[config.mk]
export PLATFORM = sky130hd
export DESIGN_NAME = universal_shift_reg_flat
export DESIGN_NICKNAME = d
export VERILOG_FILES = /design/src/rtl/usr_if.sv /design/src/rtl/universal_shift_reg.sv /design/src/flat_wrapper.sv
export SDC_FILE = /design/constraint.sdc
export NUM_CORES = 1
export LEC_CHECK = 0
export ABC_AREA = 1
export CAP_MARGIN = 10
export CORE_AREA = 5 5 61 63
export DETAILED_ROUTE_END_ITERATION = 10
export DIE_AREA = 0 0 66 68
export MAX_ROUTING_LAYER = met4
export PLACE_DENSITY_LB_ADDON = 0.08
export SYNTH_ARGS = -nofsm -noshare
export SYNTH_HDL_FRONTEND = slang
export SYNTH_SLANG_ARGS = --single-unit
[constraint.sdc]
create_clock -name clk -period 1.67 [get_ports clk]
set_input_delay 0.167 -clock clk [delete_from_list [all_inputs] [get_ports clk]]
set_output_delay 0.167 -clock clk [all_outputs]
set_load 0.005 [all_outputs]
[src/rtl/usr_if.sv]
// Bundles the operation strobe, data and status of universal_shift_reg.
// USR_PARITY_EN adds the par/perr status lines.
interface usr_if #(
    parameter int WIDTH = 4
);
    logic             en;
    logic [2:0]       mode;
    logic [WIDTH-1:0] in;
    logic             sin_l;
    logic             sin_r;
    logic [WIDTH-1:0] out;
    logic             sout_l;
    logic             sout_r;
    logic             busy;
    logic             done;
`ifdef USR_PARITY_EN
    logic             par;
    logic             perr;

    modport master (output en, mode, in, sin_l, sin_r,
                    input  out, sout_l, sout_r, busy, done, par, perr);
    modport slave  (input  en, mode, in, sin_l, sin_r,
                    output out, sout_l, sout_r, busy, done, par, perr);
`else
    modport master (output en, mode, in, sin_l, sin_r,
                    input  out, sout_l, sout_r, busy, done);
    modport slave  (input  en, mode, in, sin_l, sin_r,
                    output out, sout_l, sout_r, busy, done);
`endif
endinterface

[src/rtl/universal_shift_reg.sv]
// WIDTH-bit universal shift register with parallel load, shift/rotate and self-timed
// TX/RX framing. Optional parity generation/check under macro USR_PARITY_EN.
module universal_shift_reg #(
    parameter int               WIDTH   = 4,
    parameter logic [WIDTH-1:0] RST_VAL = {WIDTH{1'b0}}
) (
    input logic   clk,
    input logic   rst,
    usr_if.slave  bus
);
    localparam int             CNT_W    = $clog2(WIDTH + 1);
    localparam logic [CNT_W-1:0] CNT_LAST = CNT_W'(WIDTH - 1);
    localparam logic [CNT_W-1:0] CNT_FULL = CNT_W'(WIDTH);

    typedef enum logic [1:0] {
        ST_IDLE = 2'd0,
        ST_TX   = 2'd1,
        ST_RX   = 2'd2
    } state_t;

    state_t           state_r, state_s;
    logic [WIDTH-1:0] out_r, out_s;
    logic [CNT_W-1:0] cnt_r, cnt_s;
    logic             busy_r, busy_s;
    logic             done_r, done_s;
    logic             par_r;
    logic             perr_r, perr_s;

    function automatic logic even_par(input logic [WIDTH-1:0] v);
        return ^v;
    endfunction

    // Next-state, next-word and frame bookkeeping.
    always_comb begin
        state_s = state_r;
        out_s   = out_r;
        cnt_s   = cnt_r;
        busy_s  = busy_r;
        done_s  = 1'b0;
        perr_s  = 1'b0;
        case (state_r)
            ST_IDLE: begin
                if (bus.en) begin
                    case (bus.mode)
                        3'b000: out_s = out_r;
                        3'b001: out_s = bus.in;
                        3'b010: out_s = {out_r[WIDTH-2:0], bus.sin_r};
                        3'b011: out_s = {bus.sin_l, out_r[WIDTH-1:1]};
                        3'b100: out_s = {out_r[WIDTH-2:0], out_r[WIDTH-1]};
                        3'b101: out_s = {out_r[0], out_r[WIDTH-1:1]};
                        3'b110: begin
                            out_s   = bus.in;
                            state_s = ST_TX;
                            cnt_s   = {CNT_W{1'b0}};
                            busy_s  = 1'b1;
                        end
                        3'b111: begin
                            state_s = ST_RX;
                            cnt_s   = {CNT_W{1'b0}};
                            busy_s  = 1'b1;
                        end
                        default: out_s = out_r;
                    endcase
                end else begin
                    out_s = out_r;
                end
            end
            ST_TX: begin
                out_s = {out_r[WIDTH-2:0], 1'b0};
                cnt_s = cnt_r + CNT_W'(1);
                if (cnt_r == CNT_LAST) begin
                    state_s = ST_IDLE;
                    busy_s  = 1'b0;
                    done_s  = 1'b1;
                    out_s   = {WIDTH{1'b0}};
                end else begin
                    state_s = ST_TX;
                end
            end
            ST_RX: begin
`ifdef USR_PARITY_EN
                // One extra edge after the data bits samples the parity bit.
                if (cnt_r == CNT_FULL) begin
                    out_s   = out_r;
                    perr_s  = bus.sin_r ^ even_par(out_r);
                    state_s = ST_IDLE;
                    busy_s  = 1'b0;
                    done_s  = 1'b1;
                end else begin
                    out_s = {out_r[WIDTH-2:0], bus.sin_r};
                    cnt_s = cnt_r + CNT_W'(1);
                end
`else
                out_s = {out_r[WIDTH-2:0], bus.sin_r};
                cnt_s = cnt_r + CNT_W'(1);
                if (cnt_r == CNT_LAST) begin
                    state_s = ST_IDLE;
                    busy_s  = 1'b0;
                    done_s  = 1'b1;
                end else begin
                    state_s = ST_RX;
                end
`endif
            end
            default: begin
                state_s = ST_IDLE;
                busy_s  = 1'b0;
                cnt_s   = {CNT_W{1'b0}};
            end
        endcase
    end

    // State and output registers with synchronous reset.
    always_ff @(posedge clk) begin
        if (rst) begin
            state_r <= ST_IDLE;
            out_r   <= RST_VAL;
            cnt_r   <= {CNT_W{1'b0}};
            busy_r  <= 1'b0;
            done_r  <= 1'b0;
            par_r   <= even_par(RST_VAL);
            perr_r  <= 1'b0;
        end else begin
            state_r <= state_s;
            out_r   <= out_s;
            cnt_r   <= cnt_s;
            busy_r  <= busy_s;
            done_r  <= done_s;
            par_r   <= even_par(out_s);
            perr_r  <= perr_s;
        end
    end

    assign bus.out    = out_r;
    assign bus.sout_l = out_r[WIDTH-1];
    assign bus.sout_r = out_r[0];
    assign bus.busy   = busy_r;
    assign bus.done   = done_r;
`ifdef USR_PARITY_EN
    assign bus.par    = par_r;
    assign bus.perr   = perr_r;
`else
    logic unused_par_s;
    assign unused_par_s = par_r ^ perr_r ^ perr_s;
`endif
endmodule

[src/flat_wrapper.sv]
// flat-port wrapper written by rule: the top's interface ports become plain ports
module universal_shift_reg_flat 
#(
    parameter int               WIDTH   = 4,
    parameter logic [WIDTH-1:0] RST_VAL = {WIDTH{1'b0}}
)
  (clk, rst, bus_en, bus_mode, bus_in, bus_sin_l, bus_sin_r, bus_out, bus_sout_l, bus_sout_r, bus_busy, bus_done);
  usr_if #(.WIDTH(WIDTH)) bus_i ();
  input logic clk;
  input logic rst;
  input wire logic [$bits(bus_i.en)-1:0] bus_en;
  input wire logic [$bits(bus_i.mode)-1:0] bus_mode;
  input wire logic [$bits(bus_i.in)-1:0] bus_in;
  input wire logic [$bits(bus_i.sin_l)-1:0] bus_sin_l;
  input wire logic [$bits(bus_i.sin_r)-1:0] bus_sin_r;
  output wire logic [$bits(bus_i.out)-1:0] bus_out;
  output wire logic [$bits(bus_i.sout_l)-1:0] bus_sout_l;
  output wire logic [$bits(bus_i.sout_r)-1:0] bus_sout_r;
  output wire logic [$bits(bus_i.busy)-1:0] bus_busy;
  output wire logic [$bits(bus_i.done)-1:0] bus_done;
  assign bus_i.en = bus_en;
  assign bus_i.mode = bus_mode;
  assign bus_i.in = bus_in;
  assign bus_i.sin_l = bus_sin_l;
  assign bus_i.sin_r = bus_sin_r;
  assign bus_out = bus_i.out;
  assign bus_sout_l = bus_i.sout_l;
  assign bus_sout_r = bus_i.sout_r;
  assign bus_busy = bus_i.busy;
  assign bus_done = bus_i.done;
  universal_shift_reg #(.WIDTH(WIDTH), .RST_VAL(RST_VAL)) u_core (.clk(clk), .rst(rst), .bus(bus_i));
endmodule
-- Word-level counts from Yosys, hierarchy flattened
Cells that the tools add are included.
- flip-flop bits (word level): 11
- input port bits: 12
- output and inout port bits: 8
- word-level logic and storage cells: 49
- add/sub/neg operators: 1
- eq/ne operators: 15
- muxes and demuxes: 17
- bitwise gates (word level): 1
- reductions and logical operators: 10
- operators with widths (operator ; count):
    $pmux W4 S5 ; 1
    $eq A3 B3 Y1 const B ; 4
    $pmux W4 S3 ; 1
    $eq A3 B2 Y1 const B ; 3
    $mux W4 ; 2
    $reduce_or A2 Y1 ; 4
    $mux W3 ; 2
    $ne A6 B6 Y1 const B ; 1
    $pmux W2 S3 ; 1
    $pmux W3 S2 ; 1
    $reduce_and A3 Y1 ; 2
    $mux W1 ; 5
    $mux W2 ; 2
    $ne A2 B2 Y1 const B ; 2
    $pmux W2 S2 ; 1
    $reduce_and A2 Y1 ; 2
    $add A3 B1 Y3 const B ; 1
    $eq A3 B1 Y1 const B ; 1
    $ne A3 B3 Y1 const B ; 1
    $reduce_bool A3 Y1 ; 1
    $eq A2 B1 Y1 const B ; 1
    $eq A2 B2 Y1 const B ; 1
    $logic_not A2 Y1 ; 1
    $ne A2 B1 Y1 const B ; 1
    other kinds (2) ; 2

-- Depth between registers and ports, before layout
- word-level depth: 5
- depth in mapped cells: 11
- mapped depth without buffers: 10

-- Worst setup path before layout
Ideal clock, no wire load.
- kind: flip-flop to flip-flop
- from: register u_core.state_r[0]
- to: register u_core.out_r[0], in the netlist u_core.bus.out[0]
- library setup time: 115 ps
- arrival: 1406 ps
- data required time: 1555 ps
- path slack: 150 ps
- cell stages (with the launch flop): 10
- path buffers: 1
- path through: dfxtp_1 -> inv_1 -> ha_1 -> inv_1 -> clkbuf_1 -> nand2_1 -> nand3_1 -> nand2_1 -> nor2_1 -> nor2_1
- cells in the longest elaborated chain, start to end: 3
- RTL lines (element ; RTL line ; RTL):
    from (decl) ; universal_shift_reg.sv:21 ; state_t state_r, state_s;
    from (signal assigned) ; universal_shift_reg.sv:124 ; state_r <= state_s;
    $logic_not A2 Y1 (tied with other cells) ; universal_shift_reg.sv:41 ; case (state_r)
    $ne A6 B6 Y1 (no source line) (tied with other cells) ; - ;
    $reduce_and A3 Y1 (no source line) ; - ;
    to (signal assigned) ; universal_shift_reg.sv:125 ; out_r <= out_s;
    to (decl) ; universal_shift_reg.sv:22 ; logic [WIDTH-1:0] out_r, out_s;
Several ways; a longest one is shown, not always the timed one.
A chain may end at the register's enable or synchronous reset.

-- Worst setup path after layout
- from: register u_core.state_r[0]
- to: register u_core.out_r[2], in the netlist u_core.bus.out[2]
The elaborated chain is that of the path after synthesis.

==> impl_metrics.env <==
export IMPL_required_ns=1.88
export IMPL_p_per_area_mw_per_mm2=741.1
export IMPL_syn2layout_area_growth_pct=36.17
export IMPL_ys_flop_type="dfxtp_1"
export IMPL_htreeDepth=1
export IMPL_synthTopCellsByArea="dfxtp_1 (25%), nand2_1 (14%), ha_1 (8.5%), inv_1 (6.4%), a21oi_1 (6.2%)"
export IMPL_cts_root_buf="clkbuf_4"
export IMPL_fin_skew_ns=0.001113
export IMPL_slowest_delay_ns=0.33
export IMPL_p_sw_share_pct=35.67
export IMPL_synthAdderAreaFrac_pct=8.511
export IMPL_drt_total_wl_microns=2137
export IMPL_clk_latency_ns=0.27
export IMPL_slew_violations=0
export IMPL_drc=0
export IMPL_critical_path_arrival_ns=1.66
export IMPL_vdd_drop_max_mv=0.3901
export IMPL_synth_most_common_cell="nand2_1"
export IMPL_place_hpwl_microns=1765
export IMPL_fin_setup_tns_ns=0
export IMPL_synth_seq_area_share_pct=24.96
export IMPL_p_leak_uw=0.0005670
export IMPL_path_cells="inv_1 -> ha_1 -> inv_1 -> buf_4 -> a21oi_1 -> nor2_1 -> nand2_1 -> a21oi_2"
export IMPL_ant_nets=0
export IMPL_clock_sinks=11
export IMPL_ctsResizeCount=0
export IMPL_pwr_share_seq_pct=35.6
export IMPL_cpMostUsedCell="inv_1"
export IMPL_synth_top_family_by_area="simple AND/OR/NAND/NOR gates"
export IMPL_portBuffers=19
export IMPL_initial_core_util_pct=27.74
export IMPL_critPathLaunchType="flop"
export IMPL_synth_mux_area_share_pct=0
export IMPL_die_area_sq_mm=0.004488
export IMPL_cp_slowest_cell="dfxtp_1"
export IMPL_antenna_cells=0
export IMPL_end_kind="flop"
export IMPL_min_path_type="reg2reg"
export IMPL_rsz0062_at_grt="no"
export IMPL_synth_area_sq_um=882.1
export IMPL_num_io_pins=20
export IMPL_slew_headroom_pct=77.98
export IMPL_avgSynthCellArea_sq_um=6.486
export IMPL_cts_tree="done"
export IMPL_fill_cells=354
export IMPL_setup_viol_count_final=0
export IMPL_path_max_fanout=7
export IMPL_routabilityCongestion=0.8521
export IMPL_first_iter_violations=22
export IMPL_multi_input_area_sq_um=534.3
export IMPL_grt_pass1_vias=849
export IMPL_cts_buffer_depth=2
export IMPL_die_w_microns=66
export IMPL_holdWs_ns=0.4475
export IMPL_gr_total_overflow=0
export IMPL_ys_ff_latch=11
export IMPL_clockPowerShare_pct=21.3
export IMPL_finalCritPeriodShare_pct=86.55
export IMPL_cts_buffers=3
export IMPL_drive_gt1_share_pct=20.61
export IMPL_synth_cell_types=24
export IMPL_synth_top_area_share_pct=24.96
export IMPL_status="complete, no violations"
export IMPL_cts_hold_buf=0
export IMPL_final_seq_area_sq_um=220.2
export IMPL_yosys_top_cells_count="nand2_1 (32), inv_1 (15), nor2_1 (14)"
export IMPL_die_y_microns=68
export IMPL_core_area_sq_mm=0.003179
export IMPL_num_vias=895
export IMPL_finalCriticalPeriod_ns=1.445
export IMPL_maxCapViolations=0
export IMPL_yosys_warnings=0
export IMPL_path_clk_slew_ns=0.07
export IMPL_grt_max_degree=10
export IMPL_pwr_share_comb_pct=43.1
export IMPL_gr_usage_all_layers_pct=11.17
export IMPL_grt_antenna_before_repair=0
export IMPL_routedWlPerCell_microns=10.13
export IMPL_synth_edff_count=0
export IMPL_finalNetCount=184
export IMPL_synth_compound_area_share_pct=16.88
export IMPL_yosys_area_share_xor_xnor_pct=0
export IMPL_yosys_area_top_type="dfxtp_1"
export IMPL_switching_power_uw=317.5
export IMPL_synthSimpleGateAreaFrac_pct=35.18
export IMPL_floorplan_rows=21
export IMPL_crit_type="reg2reg"
export IMPL_postCtsSetupBuffers=0
export IMPL_drtPass1Iterations=4
export IMPL_synthCells=136
export IMPL_synth_nets=154
export IMPL_finalHoldViolations=0
export IMPL_fmax_ghz=0.6918
export IMPL_worst_pin_slew_ns=0.3292
export IMPL_vias_per_cell=4.242
export IMPL_grt_pass1_wl_microns=3753
export IMPL_internal_power_uw=572.6
export IMPL_synthArstFlopShare_pct=0
## metrics by stage
step | total power, uW | std cells | util, % | setup WS (ns) | cell area [sq um]
after floorplan | 555.3 | 136 | - | 0.1496 | 882.1
after global placement | 712.0 | 207 | 36.95 | -0.008784 | 1175
after detailed placement | 711.8 | 207 | 36.95 | -0.03271 | 1175
after CTS | 905.1 | 211 | 37.78 | 0.1921 | 1201
after global routing | 975.1 | 211 | 37.78 | 0.01539 | 1201
final | 890.1 | 211 | 37.78 | 0.2246 | 1201
## flip-flops by register name, summed over array words and instances (netlist names)
signal,count
u_core.state_r,2
u_core.bus.busy,1
u_core.bus.done,1
u_core.bus.out,4
u_core.cnt_r,3
## power by group through the flow
stage	registers (uW)	clock network (uW)	logic, uW
final	317	190	383
after global routing	323	215	436
after CTS	318	197	390
after detailed placement	324	0	387
after global placement	325	0	387
after floorplan	320	0	235
## placed cells by master, fill, tap and decap left out
master	synthesis	final
nand3_2	4	4
nand2_2	3	3
a21oi_2	3	3
nand2_1	32	32
o211a_1	1	1
clkdlybuf4s50_1	0	19
a21oi_1	11	11
o22ai_1	1	1
a22o_1	1	1
inv_2	6	6
inv_1	15	15
ha_1	6	6
clkbuf_1	2	1
nor3_1	1	1
o21ai_2	2	2
nand3_1	10	10
clkinv_1	1	1
buf_4	2	12
nor2_1	14	14
o21ai_0	1	1
nand4_1	2	2
nand2_4	1	1
dfxtp_1	11	11
o21ai_1	4	4
clkbuf_4	0	3
## cell families after synthesis
logic type	Yosys count
compound gates	24
buf+inv	28
fa+ha+maj	6
simple gates	67
flops	11
## critical path: cells and delay by family (launching register included)
kind                       cells  cell delay, ns
AOI/OAI and AO/OA              2            0.15
and+or+nand+nor                2            0.17
adders and majority gates      1            0.31
buffers and inverters          3            0.43
DFF                            1            0.33
## cell type report
class / count / share of cell area [%]
clock buffer: 4 / 2.188
tap: 46 / 4.792
inverter: 22 / 6.875
multi-input combinational: 97 / 44.48
sequential: 11 / 18.33
timing repair buffer: 31 / 23.33
## worst paths after layout
kind	start	endpoint	slack (ns)	depth (start not counted)
setup / recovery	u_core.state_r[0]$_SDFFE_PP0P_	u_core.bus.out[2]$_SDFFE_PP0P_	0.22	8
hold / removal	u_core.bus.busy$_SDFFE_PP0P_	u_core.bus.busy$_SDFFE_PP0P_	0.45	2
setup reg to reg	u_core.state_r[0]$_SDFFE_PP0P_	u_core.bus.out[2]$_SDFFE_PP0P_	0.22	8
hold reg to reg	u_core.bus.busy$_SDFFE_PP0P_	u_core.bus.busy$_SDFFE_PP0P_	0.45	2
## metal layers
| metal | global-route usage [%] | routed length (microns) | up-vias |
|---|---|---|---|
| met1 | 13.44 | 1037 | 387 |
| met4 | 3.046 | 30 | 0 |
| li1 | - | - | 491 |
| met5 | - | 0 | - |
| met2 | 18.02 | 1012 | 13 |
| met3 | 3.612 | 57 | 4 |
Note: power is estimated with default switching activity, not from simulation.
==> RTL change: new RTL, same settings <==
Re-encode `state_t` (3 states) as one-hot, 3 bits wide.
--- a/src/rtl/universal_shift_reg.sv
+++ b/src/rtl/universal_shift_reg.sv
@@ -14,6 +14,6 @@
 
-    typedef enum logic [1:0] {
-        ST_IDLE = 2'd0,
-        ST_TX   = 2'd1,
-        ST_RX   = 2'd2
+    typedef enum logic [2:0] {
+        ST_IDLE = 3'b001,
+        ST_TX   = 3'b010,
+        ST_RX   = 3'b100
     } state_t;
Check against the original RTL: same outputs for any inputs over 10 cycles, from zero or initial values and one cycle with rst high; not proved beyond that.
==> RTL change against the unedited design <==
Sequential cell count grew 1. First-iteration DRC count grew to 2.5 times the old value. Routed wire length grew 5.6%. Worst setup slack gained 0.0025 ns. Synthesized area grew 7.1%. Critical path type is now register to primary output. Critical endpoint is now bus_out[3]. Cell area grew 0.94%. Highest routed layer unchanged. Combinational power shrank 9.7%. Total power shrank 3.0%.
==> RTL change: results (changes against the unedited design) <==
| Metric | Value |
|---|---|
| Synth top cells by count | `36 x nand2_1, 23 x nor2_1, 16 x inv_1 (was 32 x nand2_1, 15 x inv_1, 14 x nor2_1)` |
| Total Routing Usage GR | `0.1088 (was 0.1117)` |
| Unique masters post-synth | `25 (was 24)` |
| Initial DRC count | `55 (was 22)` |
| Layout cells sized above 1 | `0.2048 (was 0.2061)` |
| GPL Wtd Cong | `0.8157 (was 0.8521)` |
| Reg2Reg Launch Point | `u_core.cnt_r[0] (was u_core.state_r[0])` |
| CTS root buffer | `clkbuf_4 (unchanged)` |
| Worst Setup EP | `bus_out[3] (was u_core.bus.out[2])` |
| CP arrival | `1.28 ns (was 1.66 ns)` |
| Worst path slowest cell | `clkdlybuf4s50_1 (was dfxtp_1)` |
| P_leak | `0.5642 nW (was 0.5670 nW)` |
| R2R cell count | `7 (was 8)` |
| Via count | `931 (was 895)` |
| DP HPWL | `1.807 mm (was 1.765 mm)` |
| Measured slew at the worst slew-check pin | `0.3271 ns (was 0.3292 ns)` |
| Status | `finished, final reports clean (unchanged)` |
| Post-synthesis sequential area ratio | `0.2543 (was 0.2496)` |
| Net count, final | `182 (was 184)` |
| Crit path launch | `u_core.bus.out[3] (was u_core.state_r[0])` |
| Post-synthesis area per instance | `6.515 um^2 (was 6.486 um^2)` |
| Fin Hold WS | `0.4610 ns (was 0.4475 ns)` |
| R2r setup slk | `0.30 ns (was 0.22 ns)` |
| Clock Skew | `0.001785 ns (was 0.001113 ns)` |
| Drt total wl | `2.257 mm (was 2.137 mm)` |
| Initial antenna violation count | `0 (unchanged)` |
| Vias per inst | `4.392 (was 4.242)` |
| Number of global-route vias before repair | `877 (was 849)` |
## RTL change: cell types whose count changed in the layout (fill, tap and decap cells not counted), sizes merged, moves of 2 or more
cell | unedited run | this run
nand4 | 2 | 4
o21ai | 7 | 5
nor2 | 14 | 24
nand2 | 36 | 41
ha | 6 | 2
inv | 21 | 23
a21oi | 14 | 9
buf | 12 | 4
a211oi | 0 | 2
## RTL change: cells by family after synthesis
logic type | after synthesis | synth area share
simple gates | 86 | 0.4305
fa+ha+maj | 2 | 0.02649
flops | 12 | 0.2543
buf+inv | 28 | 0.1417
compound gates | 17 | 0.1470
## RTL change: per-stage QoR
step	TNS [ns]	total power [mW]	setup WS, ns	instance area (um^2)	util
6_report	0	0.8632	0.2271	1212	0.3813
5_1_grt	0	0.9374	0.1486	1212	0.3813
4_1_cts	0	0.8751	0.1982	1212	0.3813
3_5_place_dp	-0.01041	0.6996	-0.005451	1190	0.3743
3_3_place_gp	-0.01826	0.7022	-0.01068	1190	0.3743
2_1_floorplan	0	0.5714	0.4767	944.7	-
## RTL change: report_power, final
group	switching (mW)	internal [mW]
logic	0.188	0.157
clock network	0.0897	0.0834
registers	0.0307	0.314
## RTL change: final cells by class
type	count	area [um^2]	share of cell area
Clock buffer	3	22.52	0.01858
Multi-Input combinational cell	105	570.5	0.4706
Tap cell	46	57.56	0.04747
Sequential cell	12	240.2	0.1981
Inverter	23	88.84	0.07327
Timing Repair Buffer	23	232.7	0.1920
## RTL change: layer usage
metal / track usage / wire length, um / vias to the layer above
li1: - / - / 499
met1: 0.1394 / 1127 / 412
met2: 0.1777 / 1013 / 16
met3: 0.01314 / 86 / 4
met4: 0.03807 / 29 / 0
met5: - / 0 / -
